--- src/rtl/aes_pkg.sv ---
// Shared AES types, constants and GF(2^8) helpers for the InvMixColumns datapath.
package aes_pkg;

  typedef logic [127:0] state128_t;
  typedef logic [31:0]  word32_t;
  typedef logic [7:0]   byte_t;

  typedef enum logic [1:0] {IDLE, BUSY, DONE} imc_state_t;

  localparam byte_t AES_POLY = 8'h1B;

  function automatic byte_t gf_xtime(byte_t b);
    return {b[6:0], 1'b0} ^ (b[7] ? AES_POLY : 8'h00);
  endfunction

  function automatic byte_t gf_mul09(byte_t b);
    byte_t x8;
    x8 = gf_xtime(gf_xtime(gf_xtime(b)));
    return x8 ^ b;
  endfunction

  function automatic byte_t gf_mul0b(byte_t b);
    byte_t x2;
    byte_t x8;
    x2 = gf_xtime(b);
    x8 = gf_xtime(gf_xtime(x2));
    return x8 ^ x2 ^ b;
  endfunction

  function automatic byte_t gf_mul0d(byte_t b);
    byte_t x4;
    byte_t x8;
    x4 = gf_xtime(gf_xtime(b));
    x8 = gf_xtime(x4);
    return x8 ^ x4 ^ b;
  endfunction

  function automatic byte_t gf_mul0e(byte_t b);
    byte_t x2;
    byte_t x4;
    byte_t x8;
    x2 = gf_xtime(b);
    x4 = gf_xtime(x2);
    x8 = gf_xtime(x4);
    return x8 ^ x4 ^ x2;
  endfunction

endpackage

--- src/rtl/inv_mix_column_seq_if.sv ---
// Upstream/downstream valid-ready bus of inv_mix_column_seq.
// INV_MC_FWD_MODE_EN adds the in_fwd mode select alongside in_state.
interface inv_mix_column_seq_if;
  import aes_pkg::*;

  logic      in_valid;
  logic      in_ready;
  state128_t in_state;
  logic      out_valid;
  logic      out_ready;
  state128_t out_state;
`ifdef INV_MC_FWD_MODE_EN
  logic      in_fwd;

  modport master (output in_valid, in_state, in_fwd, out_ready,
                  input  in_ready, out_valid, out_state);
  modport slave  (input  in_valid, in_state, in_fwd, out_ready,
                  output in_ready, out_valid, out_state);
`else
  modport master (output in_valid, in_state, out_ready,
                  input  in_ready, out_valid, out_state);
  modport slave  (input  in_valid, in_state, out_ready,
                  output in_ready, out_valid, out_state);
`endif

endinterface

--- src/rtl/inv_mix_col_word.sv ---
// Combinational (Inv)MixColumns on one 32-bit column; row 0 is the MSB byte.
// INV_MC_FWD_MODE_EN adds fwd_i to select the forward transform.
module inv_mix_col_word
  import aes_pkg::*;
(
  input  word32_t col_i,
`ifdef INV_MC_FWD_MODE_EN
  input  logic    fwd_i,
`endif
  output word32_t col_o
);

  byte_t a [4];
  byte_t b [4];

  // Split the column into rows and apply the circulant matrix row by row.
  always_comb begin
    for (int r = 0; r < 4; r++) begin
      a[r] = col_i[31 - 8*r -: 8];
    end
    for (int r = 0; r < 4; r++) begin
      b[r] = gf_mul0e(a[r]) ^ gf_mul0b(a[(r+1)%4]) ^ gf_mul0d(a[(r+2)%4]) ^ gf_mul09(a[(r+3)%4]);
`ifdef INV_MC_FWD_MODE_EN
      if (fwd_i) begin
        b[r] = gf_xtime(a[r]) ^ gf_xtime(a[(r+1)%4]) ^ a[(r+1)%4] ^ a[(r+2)%4] ^ a[(r+3)%4];
      end
`endif
    end
  end

  assign col_o = {b[0], b[1], b[2], b[3]};

endmodule

--- src/rtl/inv_mix_column_seq.sv ---
// Sequential AES InvMixColumns over a 128-bit state, COLS_PER_CYCLE columns per clock.
// INV_MC_FWD_MODE_EN adds an in_fwd input selecting forward MixColumns per operation.
module inv_mix_column_seq
  import aes_pkg::*;
#(
  parameter int unsigned COLS_PER_CYCLE = 1
) (
  input logic               clk,
  input logic               rst,
  inv_mix_column_seq_if.slave bus_io
);

  localparam int unsigned K  = COLS_PER_CYCLE;
  localparam int unsigned NC = 4 / COLS_PER_CYCLE;

  imc_state_t state_q;
  logic [1:0] cnt_q;
  state128_t  work_q, work_d;
  state128_t  out_state_q;
  logic       out_valid_q;
`ifdef INV_MC_FWD_MODE_EN
  logic       fwd_q;
`endif

  word32_t col_in  [K];
  word32_t col_out [K];

  for (genvar k = 0; k < K; k++) begin : g_col
    inv_mix_col_word u_word (
      .col_i (col_in[k]),
`ifdef INV_MC_FWD_MODE_EN
      .fwd_i (fwd_q),
`endif
      .col_o (col_out[k])
    );
  end

  // Route the columns of the current slice through the transform and back in place.
  always_comb begin
    work_d = work_q;
    for (int k = 0; k < int'(K); k++) begin
      col_in[k] = '0;
    end
    for (int c = 0; c < 4; c++) begin
      if (c / int'(K) == int'(cnt_q)) begin
        col_in[c % int'(K)]    = work_q[127 - 32*c -: 32];
        work_d[127 - 32*c -: 32] = col_out[c % int'(K)];
      end
    end
  end

  // Gated by rst so a new state is never accepted on a reset edge.
  assign bus_io.in_ready  = (state_q == IDLE) && !rst;
  assign bus_io.out_valid = out_valid_q;
  assign bus_io.out_state = out_state_q;

  // Control FSM, slice counter, working register and registered result.
  always_ff @(posedge clk) begin
    if (rst) begin
      state_q     <= IDLE;
      cnt_q       <= '0;
      work_q      <= '0;
      out_state_q <= '0;
      out_valid_q <= 1'b0;
`ifdef INV_MC_FWD_MODE_EN
      fwd_q       <= 1'b0;
`endif
    end else begin
      unique case (state_q)
        IDLE: begin
          if (bus_io.in_valid) begin
            work_q  <= bus_io.in_state;
            cnt_q   <= '0;
`ifdef INV_MC_FWD_MODE_EN
            fwd_q   <= bus_io.in_fwd;
`endif
            state_q <= BUSY;
          end
        end
        BUSY: begin
          work_q <= work_d;
          if (cnt_q == 2'(NC - 1)) begin
            // Last slice: publish the finished state directly from the datapath.
            out_state_q <= work_d;
            out_valid_q <= 1'b1;
            state_q     <= DONE;
          end else begin
            cnt_q <= cnt_q + 2'd1;
          end
        end
        DONE: begin
          if (bus_io.out_ready) begin
            out_valid_q <= 1'b0;
            state_q     <= IDLE;
          end
        end
        default: state_q <= IDLE;
      endcase
    end
  end

endmodule

--- src/flat_wrapper.sv ---
// flat-port wrapper written by rule: the top's interface ports become plain ports
module inv_mix_column_seq_flat import aes_pkg::*;
#(
  parameter int unsigned COLS_PER_CYCLE = 1
)
  (clk, rst, bus_io_in_valid, bus_io_in_state, bus_io_out_ready, bus_io_in_ready, bus_io_out_valid, bus_io_out_state);
  inv_mix_column_seq_if bus_io_i ();
  input logic clk;
  input logic rst;
  input wire logic [$bits(bus_io_i.in_valid)-1:0] bus_io_in_valid;
  input wire logic [$bits(bus_io_i.in_state)-1:0] bus_io_in_state;
  input wire logic [$bits(bus_io_i.out_ready)-1:0] bus_io_out_ready;
  output wire logic [$bits(bus_io_i.in_ready)-1:0] bus_io_in_ready;
  output wire logic [$bits(bus_io_i.out_valid)-1:0] bus_io_out_valid;
  output wire logic [$bits(bus_io_i.out_state)-1:0] bus_io_out_state;
  assign bus_io_i.in_valid = bus_io_in_valid;
  assign bus_io_i.in_state = bus_io_in_state;
  assign bus_io_i.out_ready = bus_io_out_ready;
  assign bus_io_in_ready = bus_io_i.in_ready;
  assign bus_io_out_valid = bus_io_i.out_valid;
  assign bus_io_out_state = bus_io_i.out_state;
  inv_mix_column_seq #(.COLS_PER_CYCLE(COLS_PER_CYCLE)) u_core (.clk(clk), .rst(rst), .bus_io(bus_io_i));
endmodule
--- config.mk ---
export PLATFORM = sky130hd
export DESIGN_NAME = inv_mix_column_seq_flat
export DESIGN_NICKNAME = d
export VERILOG_FILES = /design/src/rtl/aes_pkg.sv /design/src/rtl/inv_mix_column_seq_if.sv /design/src/rtl/inv_mix_col_word.sv /design/src/rtl/inv_mix_column_seq.sv /design/src/flat_wrapper.sv
export SDC_FILE = /design/constraint.sdc
export NUM_CORES = 1
export LEC_CHECK = 0
export BUFFER_PORTS_ARGS = -buffer_cell sky130_fd_sc_hd__buf_4
export CAP_MARGIN = 20
export CORE_ASPECT_RATIO = 2
export CORE_UTILIZATION = 56
export DETAILED_ROUTE_END_ITERATION = 10
export HOLD_SLACK_MARGIN = 0.03
export MAX_ROUTING_LAYER = met4
export PLACE_DENSITY_LB_ADDON = 0.08
export RECOVER_POWER = 100
export SYNTH_ARGS = -nofsm -noshare
export SYNTH_HDL_FRONTEND = slang
export SYNTH_SLANG_ARGS = --single-unit
--- constraint.sdc ---
create_clock -name clk -period 4.3 [get_ports clk]
set_clock_uncertainty 0.2 [all_clocks]
set_input_delay 0.645 -clock clk [delete_from_list [all_inputs] [get_ports clk]]
set_output_delay 0.645 -clock clk [all_outputs]
set_load 0.005 [all_outputs]
Yosys cells after proc, flatten, opt, wreduce, memory -nomap -nowiden
Index checks and enable logic that the tools add are counted.
{"block": "op_classes", "addsub": 1, "mul": 0, "div": 0, "order_cmp": 0, "n_eq_ne": 10, "shifts": 0, "n_mux": 32, "bitwise": 48, "reduce_logical": 11}
{"operator": "$xor A8 B8 Y8", "n": 37}
{"operator": "$mux W32", "n": 8}
{"operator": "$pmux W128 S2", "n": 1}
{"operator": "$mux W128", "n": 1}
{"operator": "$xor A8 B5 Y8", "n": 11}
{"operator": "$mux W5", "n": 12}
{"operator": "$mux W2", "n": 5}
{"operator": "$reduce_and A3 Y1", "n": 3}
{"operator": "$ne A2 B2 Y1 const B", "n": 3}
{"operator": "$pmux W2 S3", "n": 1}
{"operator": "$eq A2 B2 Y1 const A", "n": 2}
{"operator": "$eq A2 B2 Y1 const B", "n": 2}
{"operator": "$logic_not A2 Y1", "n": 2}
{"operator": "$pmux W2 S2", "n": 1}
{"operator": "$reduce_and A2 Y1", "n": 2}
{"operator": "$reduce_bool A2 Y1", "n": 2}
{"operator": "$add A2 B1 Y2 const B", "n": 1}
{"operator": "$eq A1 B2 Y1 const A", "n": 1}
{"operator": "$eq A2 B1 Y1 const B", "n": 1}
{"operator": "$mux W1", "n": 2}
{"operator": "$ne A2 B1 Y1 const B", "n": 1}
{"operator": "$pmux W1 S2", "n": 1}
{"operator": "$logic_and A1 B1 Y1", "n": 1}
{"operator": "$logic_not A1 Y1", "n": 1}
{"block": "totals", "reg_bits": 261, "latchBits": 0, "ramBits": 0, "rom_bits": 0, "inputBits": 132, "out_inout_bits": 130, "elab_cells": 107, "n_memories": 0}

Longest topological paths before layout
{"block": "depth", "ltp_word": 18, "mapped_depth": 16, "mapped_depth_nobuf": 12}

Cells and area by module
A second synthesis with hierarchy kept.
{"block": "hier_totals", "hier_cells": 1727, "area_unflattened_um2": 15122.0}
{"mod": "inv_mix_column_seq", "n_inst": 1, "cells_per_inst": 1513, "area_per_inst_um2": 12715.9, "seq_area_each_um2": 5225.0}
{"mod": "inv_mix_col_word", "n_inst": 1, "cells_per_inst": 214, "area_per_inst_um2": 2406.1, "seq_area_each_um2": 0.0}

Worst setup path after synthesis
No wires, ideal clock.
{"block": "synth_path", "kind": "reg2reg", "from": "register u_core.cnt_q[0]", "to": "register u_core.work_q[3]", "setup_time_ns": 0.132, "arrival_ns": 3.194, "required_time_ns": 3.968, "setup_slack_ns": 0.775, "path_stages_with_launch": 15, "path_buffers": 2, "period_less_slack_ns": 3.525, "path_cell_list": "dfxtp_1 > inv_1 > ha_1 > buf_2 > nor2_2 > buf_2 > o211ai_1 > o311a_1 > xnor2_2 > xnor3_1 > xnor3_1 > xor2_1 > nor2_1 > nor3_1 > nor3_1"}
{"block": "synth_via", "elab_chain_len": 16, "word_cells_on_any_way": 42, "cone_classes": "eq/ne: 3; mux: 16; bitwise: 22; reduce/logical: 1"}
{"item": "start, declared", "line": "inv_mix_column_seq.sv:17", "source": "logic [1:0] cnt_q;"}
{"item": "start signal, assigned", "line": "inv_mix_column_seq.sv:88", "source": "cnt_q <= cnt_q + 2'd1;"}
{"item": "$logic_not A2 Y1", "line": "inv_mix_column_seq.sv:45", "source": "if (c / int'(K) == int'(cnt_q)) begin"}
{"item": "$mux W32 (4 in a row)", "line": "inv_mix_column_seq.sv:45"}
{"item": "$mux W5 / $xor A8 B5 Y8 (equally long branches)", "line": "aes_pkg.sv:13", "source": "return {b[6:0], 1'b0} ^ (b[7] ? AES_POLY : 8'h00);"}
{"item": "$xor A8 B5 Y8", "line": "aes_pkg.sv:13"}
{"item": "$xor A8 B5 Y8 / $mux W5 (equally long branches)", "line": "aes_pkg.sv:13"}
{"item": "$xor A8 B5 Y8", "line": "aes_pkg.sv:13"}
{"item": "$xor A8 B8 Y8, on equally long branches (2 in a row)", "line": "aes_pkg.sv:45, aes_pkg.sv:27"}
{"item": "$xor A8 B8 Y8 (3 in a row)", "line": "inv_mix_col_word.sv:22", "source": "b[r] = gf_mul0e(a[r]) ^ gf_mul0b(a[(r+1)%4]) ^ gf_mul0d(a[(r+2)%4]) ^ gf_mul09(a[(r+3)%4]);"}
{"item": "$mux W32 (*)", "line": "inv_mix_column_seq.sv:45"}
{"item": "$pmux W128 S2 (*)", "line": "inv_mix_column_seq.sv:69", "source": "unique case (state_q)"}
{"item": "end signal, assigned", "line": "inv_mix_column_seq.sv:72", "source": "work_q <= bus_io.in_state;"}
{"item": "end signal, assigned", "line": "inv_mix_column_seq.sv:81", "source": "work_q <= work_d;"}
{"item": "end, declared", "line": "inv_mix_column_seq.sv:18", "source": "state128_t work_q, work_d;"}
Mark *: on every way between the ends. The rest lies on a longest branch, timed or not.
A chain may end at the register's enable or synchronous reset.

Worst setup path after layout
{"block": "layout_path", "from": "register u_core.cnt_q[1]", "to": "register u_core.out_state_q[77] (netlist: u_core.bus_io.out_state[77])"}
{"block": "layout_via", "elab_chain_len": 15, "word_cells_on_any_way": 41, "cone_classes": "eq/ne: 4; mux: 13; bitwise: 22; reduce/logical: 2"}
{"item": "$logic_not A2 Y1", "line": "inv_mix_column_seq.sv:45"}
{"item": "$mux W32 (4 in a row)", "line": "inv_mix_column_seq.sv:45"}
{"item": "$mux W5 / $xor A8 B5 Y8 (equally long branches)", "line": "aes_pkg.sv:13"}
{"item": "$xor A8 B5 Y8 / $mux W5 (equally long branches)", "line": "aes_pkg.sv:13"}
{"item": "$xor A8 B5 Y8 (2 in a row)", "line": "aes_pkg.sv:13"}
{"item": "$xor A8 B8 Y8, on equally long branches (2 in a row)", "line": "aes_pkg.sv:45, aes_pkg.sv:27"}
{"item": "$xor A8 B8 Y8 (3 in a row)", "line": "inv_mix_col_word.sv:22"}
{"item": "$mux W32", "line": "inv_mix_column_seq.sv:45"}
{"item": "end signal, assigned", "line": "inv_mix_column_seq.sv:84", "source": "out_state_q <= work_d;"}
{"item": "end, declared", "line": "inv_mix_column_seq.sv:19", "source": "state128_t out_state_q;"}
Parallel ways exist; a longest one is shown, timed or not.

==> flow_summary_export.csv <==
group,metric,value,unit
run_status,status,"finished, violations left",
run_status,violations,"DRC",
route,wl,65400,µm
clock_tree,htree_num_levels,1,
timing,period_share,98.9,%
worst_setup_path,worstReg2RegStart,"u_core.cnt_q[1]",
worst_setup_path,crit_family,"XOR/XNOR gates",
logic_synthesis,yosys_most_used_dff,"dfxtp_1",
timing,holdWs,0.173,ns
worst_hold_path,hp-start,"bus_io_out_ready",
timing,fin_crit,4.25,ns
route,avgRoutedWirePerCell,28.5,µm
floorplanning,die_y,226,µm
global_route,antenna_found_initial,2,
final_layout,n_fill_cell,2090,
timing,hold_violations,0,
placement,gp_congestion,1.13,
route,post-route-drc-count,1,
global_route,grt_max_degree,105,
logic_synthesis,seq_area_frac_synth,37.3,%
timing,final.setup.tns,0,ns
logic_synthesis,synth-edff-count,0,
final_layout,nNetsFinal,2078,
clock_tree,cts-root-buf,"clkbuf_16",
worst_hold_path,min_path_type,"in2reg",
clock_tree,clkTransAtPathRegs,0.07,ns
timing,grt_setup_unrepaired,"no",
route,first_iter_violations,2033,
timing,tightest_slew,1.32,ns
global_route,grt_remaining_overflow,0,
logic_synthesis,ys_ff_latch,261,
route,vias_per_cell,6.71,
floorplanning,die_w,114,µm
final_layout,area_growth,25.7,%
run,maxCapViolCount,0,
global_route,grt_pass1_wl,96700,µm
worst_setup_path,critPathSlowestCell,"xnor3_1",
logic_synthesis,yosys.cell_count.top_type,"dfxtp_1",
logic_synthesis,synth_warnings,0,
timing,setup_viol,0,
global_route,grt_pass1_vias,14800,
worst_setup_path,cp_data_arrival_time,4.50,ns
floorplanning,start_util,57.1,%
logic_synthesis,synth_cell_type_count,63,
clock_tree,clock_path_buffers,3,
worst_setup_path,crit_path_end_kind,"flop",
clock_tree,cts_hold_buf,0,
timing,fmax,235,MHz
logic_synthesis,yosys-top-cells-area,"dfxtp_1, xnor2_1, a211oi_1",
logic_synthesis,async_flop_share,0,%
floorplanning,rows,81,
logic_synthesis,synth_common_cells,"dfxtp_1, nor2_1, a21oi_1, xnor2_1, a211oi_1",
placement,post-dp-hpwl,48000,µm
worst_setup_path,path_class,"reg2reg",
logic_synthesis,yosys.area.top_type_share,37.3,%
final_layout,drive_above_1_share,22.3,%
clock_tree,cts.sinks,261,
clock_tree,tritoncts,"done",
final_layout,sequential_cell_area,5230,µm²
clock_tree,numCtsBuffers,24,
logic_synthesis,syn-num-nets,1828,
route,first_pass_iters,9,
worst_setup_path,cp_common_cell,"xnor2_1",
logic_synthesis,synth_cells,1692,
logic_synthesis,syn_area_per_cell,8.28,µm²
worst_setup_path,cp-startpoint,"u_core.cnt_q[1]",
timing,slew_headroom,12.1,%
worst_setup_path,critPathBufInv,3,
worst_setup_path,cp_cell_sequence,"inv_1 > ha_4 > buf_4 > nand2_1 > o211ai_1 > o311a_1 > xnor2_1 > xnor2_1 > xnor3_1 > xnor2_2 > xnor2_1 > clkbuf_1 > nand2_1 > a211oi_1",
route,drtAntennaViolNets,0,
placement,placement.io_buffers,261,
logic_synthesis,yosys.area.top_type,"dfxtp_1",
logic_synthesis,syn-cell-area,14000,µm²
worst_setup_path,critPathMaxFanout,35,
route,vias,15400,
global_route,grtUsageTotal,53.2,%
worst_setup_path,cp_slowest_stage_delay,0.50,ns
floorplanning,io_pins,262,
worst_setup_path,critPathLaunchType,"flop",
floorplanning,fp.coreArea,24500,µm²
timing,drv_slew,0,
worst_setup_path,worstPathRequired,4.55,ns
floorplanning,dieArea,25700,µm²
clock_tree,clkLatencyLatePin,0.56,ns
final_layout,multi_input_area,8310,µm²
state kept, by name (all words and copies together) (netlist names):
signal / count
u_core.bus_io.out_state: 128
u_core.state_q: 2
u_core.cnt_q: 2
u_core.work_q: 128
u_core.bus_io.out_valid: 1
worst register-to-register path, cell delays in order (launching register included):
cell	delay [ns]
dfxtp_1	0.35
inv_1	0.15
ha_4	0.41
buf_4	0.31
nand2_1	0.08
o211ai_1	0.09
o311a_1	0.48
xnor2_1	0.20
xnor2_1	0.32
xnor3_1	0.50
xnor2_2	0.27
xnor2_1	0.15
clkbuf_1	0.29
nand2_1	0.10
a211oi_1	0.25
metrics by stage:
stage	setup WS [ns]	utilization (%)	cells	instance area (µm²)
2_1_floorplan	0.775	-	1692	14000
3_3_place_gp	-0.0981	68.4	2245	16800
3_5_place_dp	-0.147	68.4	2246	16800
4_1_cts	0.0447	71.7	2288	17600
5_1_grt	0.00865	71.8	2292	17600
6_report	0.0474	71.8	2292	17600
layout make-up:
type | count | share of cell area, %
Sequential cell | 261 | 29.7
Inverter | 10 | 0.213
Tap cell | 332 | 2.36
Clock inverter | 12 | 0.760
Antenna cell | 2 | 0.0284
Timing Repair Buffer | 373 | 16.0
Clock buffer | 30 | 3.82
Multi-Input combinational cell | 1272 | 47.2
worst paths after layout:
check | to | slack [ns] | cells after the start
max | u_core.bus_io.out_state[77] | 0.05 | 14
min | u_core.state_q[1] | 0.17 | 4
max reg2reg | u_core.bus_io.out_state[77] | 0.05 | 14
min reg2reg | u_core.bus_io.out_state[111] | 0.26 | 2
logic make-up after synthesis:
group,Yosys count,share of synthesized area [%]
compound gates,572,26.7
simple gates,490,15.4
flops,261,37.3
xor+xnor,189,14.3
buf+inv,159,4.76
mux,17,1.22
fa+ha+maj,4,0.357
per-layer routing:
layer | up-vias | part of all wire, % | track usage (%)
met4 | 0 | 14 | 56.6
met1 | 7116 | 30 | 48.2
li1 | 6552 | - | -
met2 | 1170 | 47 | 84.0
met3 | 543 | 9.4 | 16.8
met5 | - | 0 | -
repair_timing:
action | 4_1_cts | 5_1_grt
setup buffers | 0 | 1
pin swaps | 0 | 2
resized for setup | 1 | 20
cloned | 0 | 0
setup endpoints to repair | 10 | 62
layout by cell type (no fill, tap or decap), types with 15 or more instances in the layout:
cell	synthesis	final
xnor2_1	120	112
nor2_1	221	220
nand2b_1	29	29
clkbuf_4	0	106
buf_4	9	211
o21ai_0	59	60
nor3_1	57	57
clkbuf_1	109	35
mux2i_1	16	15
nand2_1	113	111
o311a_1	21	20
nor2b_1	21	21
xnor2_2	15	20
and3_1	16	16
clkbuf_16	0	24
a21oi_1	177	174
dfxtp_1	261	261
xor2_1	36	34
a211oi_1	119	119
o211ai_1	24	24
o22ai_1	104	104
Power is not shown: default switching activity piles up to over one toggle a cycle in this logic, so the estimate is an artifact.
